### src/rtl/vecmul_seq.sv
// vecmul_seq: streams a matrix row by row through an external pipelined
// vector multiplier against one latched vector, and returns one dot-product
// result per row, tagged with its row index.
// Optional feature: define VECMUL_SEQ_PERF_EN to add the perf_cycles
// busy-cycle counter output.
module vecmul_seq #(
    parameter int  VSIZE    = 4,
    parameter int  LAT      = 6,
    parameter int  MAX_ROWS = 16,
    localparam int RW       = $clog2(MAX_ROWS + 1),
    localparam int VW       = VSIZE * 32
) (
    input  logic          clk,
    input  logic          rst_n,
    input  logic          start,
    input  logic [RW-1:0] nrows,
    input  logic [VW-1:0] vec,
    output logic          rd_en,
    output logic [RW-1:0] rd_addr,
    input  logic [VW-1:0] row_data,
    output logic          vm_en,
    output logic [VW-1:0] vm_in1,
    output logic [VW-1:0] vm_in2,
    input  logic [31:0]   vm_result,
    output logic          out_valid,
    output logic [RW-1:0] out_idx,
    output logic [31:0]   out_data,
    output logic          busy,
    output logic          done
`ifdef VECMUL_SEQ_PERF_EN
    ,
    output logic [31:0]   perf_cycles
`endif
);

    typedef enum logic [1:0] {
        IDLE  = 2'd0,
        ISSUE = 2'd1,
        DRAIN = 2'd2,
        FIN   = 2'd3
    } state_t;

    state_t          state_q, state_d;
    logic [RW-1:0]   nrows_q, nrows_d;
    logic [VW-1:0]   vec_q, vec_d;
    logic [RW-1:0]   iss_cnt_q, iss_cnt_d;
    logic [RW-1:0]   out_cnt_q, out_cnt_d;
    logic            vm_en_q, vm_en_d;
    logic [LAT-1:0]  sr_q, sr_d;
    logic [RW-1:0]   nrows_clamped;

    // Oversized jobs are cut down to the largest supported row count.
    assign nrows_clamped = (nrows > RW'(MAX_ROWS)) ? RW'(MAX_ROWS) : nrows;

    // State and datapath registers; reset aborts any job in flight.
    always_ff @(posedge clk or negedge rst_n) begin
        if (!rst_n) begin
            state_q   <= IDLE;
            nrows_q   <= '0;
            vec_q     <= '0;
            iss_cnt_q <= '0;
            out_cnt_q <= '0;
            vm_en_q   <= 1'b0;
            sr_q      <= '0;
        end else begin
            state_q   <= state_d;
            nrows_q   <= nrows_d;
            vec_q     <= vec_d;
            iss_cnt_q <= iss_cnt_d;
            out_cnt_q <= out_cnt_d;
            vm_en_q   <= vm_en_d;
            sr_q      <= sr_d;
        end
    end

    // Next-state logic: accept a job, issue every row, wait for all results.
    always_comb begin
        state_d   = state_q;
        nrows_d   = nrows_q;
        vec_d     = vec_q;
        iss_cnt_d = iss_cnt_q;
        out_cnt_d = out_cnt_q;
        if (out_valid) begin
            out_cnt_d = out_cnt_q + RW'(1);
        end
        case (state_q)
            IDLE: begin
                if (start) begin
                    if (nrows_clamped != '0) begin
                        nrows_d   = nrows_clamped;
                        vec_d     = vec;
                        iss_cnt_d = '0;
                        out_cnt_d = '0;
                        state_d   = ISSUE;
                    end else begin
                        state_d = FIN;
                    end
                end
            end
            ISSUE: begin
                iss_cnt_d = iss_cnt_q + RW'(1);
                if (iss_cnt_q == nrows_q - RW'(1)) begin
                    state_d = DRAIN;
                end
            end
            DRAIN: begin
                if (out_valid && (out_cnt_q == nrows_q - RW'(1))) begin
                    state_d = FIN;
                end
            end
            FIN: begin
                state_d = IDLE;
            end
            default: begin
                state_d = IDLE;
            end
        endcase
    end

    // Issue tracking: multiplier strobe follows the read by one cycle, and a
    // LAT-deep tag line marks the cycle each result returns.
    always_comb begin
        vm_en_d = (state_q == ISSUE);
        sr_d    = '0;
        sr_d[0] = vm_en_q;
        for (int i = 1; i < LAT; i++) begin
            sr_d[i] = sr_q[i-1];
        end
    end

    // Output decode; data buses are held at zero whenever their strobe is low.
    always_comb begin
        rd_en     = (state_q == ISSUE);
        rd_addr   = rd_en ? iss_cnt_q : '0;
        vm_en     = vm_en_q;
        vm_in1    = vm_en_q ? row_data : '0;
        vm_in2    = vm_en_q ? vec_q : '0;
        out_valid = sr_q[LAT-1];
        out_idx   = out_valid ? out_cnt_q : '0;
        out_data  = out_valid ? vm_result : '0;
        busy      = (state_q != IDLE);
        done      = (state_q == FIN);
    end

`ifdef VECMUL_SEQ_PERF_EN
    logic [31:0] perf_q, perf_d;

    // Saturating count of busy cycles, kept across jobs until reset.
    always_comb begin
        perf_d = perf_q;
        if (busy && (perf_q != 32'hFFFF_FFFF)) begin
            perf_d = perf_q + 32'd1;
        end
    end

    // Busy-cycle counter register.
    always_ff @(posedge clk or negedge rst_n) begin
        if (!rst_n) begin
            perf_q <= '0;
        end else begin
            perf_q <= perf_d;
        end
    end

    assign perf_cycles = perf_q;
`endif

endmodule

### config.mk
export PLATFORM = sky130hd
export DESIGN_NAME = vecmul_seq
export DESIGN_NICKNAME = d
export VERILOG_FILES = /design/src/rtl/vecmul_seq.sv
export SDC_FILE = /design/constraint.sdc
export NUM_CORES = 1
export LEC_CHECK = 0
export BUFFER_PORTS_ARGS = -buffer_cell sky130_fd_sc_hd__buf_2
export CAP_MARGIN = 5
export CORE_AREA = 2 2 230 232
export CTS_BUF_LIST = sky130_fd_sc_hd__clkbuf_8
export DETAILED_ROUTE_END_ITERATION = 16
export DIE_AREA = 0 0 232 234
export PLACE_DENSITY_LB_ADDON = 0.15
export SKIP_CTS_REPAIR_TIMING = 1
export SLEW_MARGIN = 30
export SYNTH_ARGS = -nofsm -noshare
export SYNTH_HDL_FRONTEND = slang
export SYNTH_SLANG_ARGS = --single-unit
### constraint.sdc
create_clock -name clk -period 2.15 [get_ports clk]
set_clock_uncertainty 0.05 [all_clocks]
set_input_delay 0.43 -clock clk [delete_from_list [all_inputs] [get_ports clk]]
set_output_delay 0.43 -clock clk [all_outputs]
set_load 0.01 [all_outputs]
==> results_dict.tcl <==
set metrics [dict create \
    status "finished with violations" \
    failed_checks "setup timing" \
    clock.fmax_mhz 456 \
    power_mw 5.63 \
    synth_enable_flop_cells 0 \
    overflow 0 \
    die-area_mm2 0.0543 \
    seq_area_frac_synth 0.472 \
    antenna_found_initial 7 \
    dp.cells 2232 \
    period_minus_slack_ns 2.19 \
    crit_slowest_cell "dfrtp_4" \
    p_leak_nw 7.76 \
    synthAdderAreaFrac 0.0140 \
    antenna_left 0 \
    clkSinkCount 152 \
    period_share 1.02 \
    synth_area_mm2 0.00805 \
    place_area_mm2 0.0120 \
    hold_viol 0 \
    dieWidth_um 232 \
    cts_buffers 17 \
    vdd_drop_max_uv 383 \
    path_cells "buf_12 -> clkbuf_16 -> and2_1 -> buf_2" \
    synth-xor-area-share 0.0196 \
    drtIter0Drc 329 \
    maxCapViolCount 0 \
    end_kind "output pin" \
    cts-root-buf "clkbuf_8" \
    synth_cell_types 30 \
    areaGrowthSynthToFinish_pct 63.0 \
    max_slew_margin 0.767 \
    p_per_area_mw_per_mm2 429 \
    numPortBuffers 598 \
    synth_mux_area_frac 0.00622 \
    synth.net_count 1290 \
    final.setup.worst_slack_ns -0.0436 \
    dpl_worst_slack_ns -0.0497 \
    avgRoutedWirePerCell_um 18.1 \
    setup_viol 111 \
    clock_path_buffers 2 \
    cp.required_ns 1.67 \
    async_flop_share 1.00 \
    yosys.area_share.simple 0.433 \
    postSynthAreaPerCell_um2 8.17 \
    synth_compound_area_frac 0.0174 \
    postLayoutCoreUtil 0.252 \
    synth_ff_type "dfrtp_1" \
    drt_wl_total_um 41300 \
    first_global_vias 8474 \
    hold_class "in -> reg" \
    cts_tree "yes" \
    path_buf_inv 3 \
    clkLatencyLatePin_ns 0.50 \
    die-height_um 234 \
    vias 8673 \
    htreeDepth 4 \
    dp_hpwl_um 32200 \
    place_congestion 0.887 \
    yosysWarnings 0 \
    synth_cells 985 \
    ys_ff_latch 152 \
    drive_above_1_share 0.447 \
    tightest_slew_ns 0.349 \
    cts.clk_slew.worst_paths_ns 0.10 \
    postLayoutCellArea_mm2 0.0131 \
    final_cell_count_no_fill 2286 \
    fin_hold_ws_ns 0.0571 \
    rows 84 \
    path_delay_family "flip-flops" \
    finalSetupTns_ns -1.29 \
    initial_core_util 0.155 \
    nets 1885 \
    grt_pass1_wl_um 55200 \
    grt_max_degree 93 \
    synth_top_family_by_area "simple AND/OR/NAND/NOR gates" \
    worstSetupPathType "reg -> out" \
    slew_violations 0 \
    gr-usage-all-layers 0.141 \
    drc 0 \
    vias_per_cell 3.79 \
    dr.pass1.iters 4 \
    cp_max_fo 28 \
    cp.arrival_ns 1.71 \
    io_pins 599 \
    rsz0062_at_grt "yes" \
    coreArea_mm2 0.0520 \
    startpoint_type "flop" \
    cpPeakStageDelay_ns 0.53 \
]
[cell families (layout without fill, tap and decap cells)]
| group | Yosys count | count (layout) |
|---|---|---|
| simple gates | 714 | 714 |
| flops | 152 | 152 |
| buf+inv | 69 | 676 |
| compound gates | 18 | 18 |
| xor+xnor | 18 | 18 |
| fa+ha+maj | 9 | 9 |
| mux | 5 | 5 |
| other cells | 0 | 6 |
[power by group]
group          switching [mW]  total (mW)  internal [mW]
Combinational           0.154       0.359          0.205
Clock                    1.21        2.41           1.20
Sequential                  0        2.86           2.86
Total                    1.37        5.63           4.26
[area by class of cell]
| class | count | area, um2 |
|---|---|---|
| clock buffers | 19 | 262 |
| repair buffers | 640 | 3940 |
| flip-flops and latches | 152 | 3810 |
| fillers | 5791 | 38900 |
| multi-input cells | 764 | 4060 |
| inverters | 5 | 18.8 |
| well taps | 688 | 861 |
| diodes | 6 | 15.0 |
| clock inverters | 12 | 151 |
[worst reg2reg max path, stage by stage (launching register included)]
cell,delay (ns)
dfrtp_1,0.38
inv_1,0.11
ha_4,0.16
nor3b_4,0.21
xnor2_1,0.09
or4_4,0.55
a22oi_4,0.21
mux2i_1,0.21
[layer usage]
layer / global-route usage / vias up / wire length, um
met5: 0 / - / 18
met4: 0.0671 / 4 / 1900
met3: 0.0438 / 56 / 2600
met2: 0.264 / 338 / 21900
met1: 0.141 / 4090 / 14900
li1: - / 4185 / -
[placed cells by master (no fill, tap or decap), types with 5 or more instances in the layout]
master	synthesis	layout
buf_2	9	542
mux2i_1	5	5
clkbuf_16	0	5
clkbuf_8	0	19
buf_4	8	36
nor2_1	7	7
xnor2_1	9	9
buf_12	0	14
and2_4	0	30
xor2_1	9	8
diode_2	0	6
and2_1	298	268
dfrtp_1	152	151
buf_6	0	36
nand2_1	393	393
o21ai_1	6	6
ha_1	9	7
[flip-flops by register name (all words and copies together) (netlist names)]
| register | cells |
|---|---|
| out_cnt_q | 5 |
| iss_cnt_q | 5 |
| vec_q | 128 |
| vm_en | 1 |
| state_q | 2 |
| nrows_q | 5 |
| sr_q | 6 |
[Yosys cell counts, types with 2 or more instances]
cell type  number  area share
a211oi_1        2      0.0019
a21o_1          2      0.0019
a22o_1          3      0.0033
and2_1        298        0.23
buf_2           9      0.0056
buf_4           8      0.0075
clkbuf_1       46       0.021
dfrtp_1       152        0.47
ha_1            9       0.014
inv_1           5      0.0023
mux2i_1         5      0.0062
nand2_1       393        0.18
nand2b_1        4      0.0031
nand3_1         4      0.0025
nand3b_1        2      0.0019
nand4_1         2      0.0016
nor2_1          7      0.0033
o21ai_1         6      0.0037
xnor2_1         9      0.0098
xor2_1          9      0.0098
[path summary, 6_finish.rpt]
path,from,to,slack [ns],depth (start not counted)
hold / removal,vec[103],vec_q[103],0.06,3
min in group asynchronous,rst_n,vec_q[60],0.32,2
max in group asynchronous,rst_n,vec_q[124],1.06,3
setup / recovery,vm_en,vm_in1[47],-0.04,4
hold reg to reg,sr_q[3],sr_q[4],0.30,0
setup reg to reg,nrows_q[0],state_q[1],0.11,7
No activity file was read; power rests on OpenSTA's default activity.
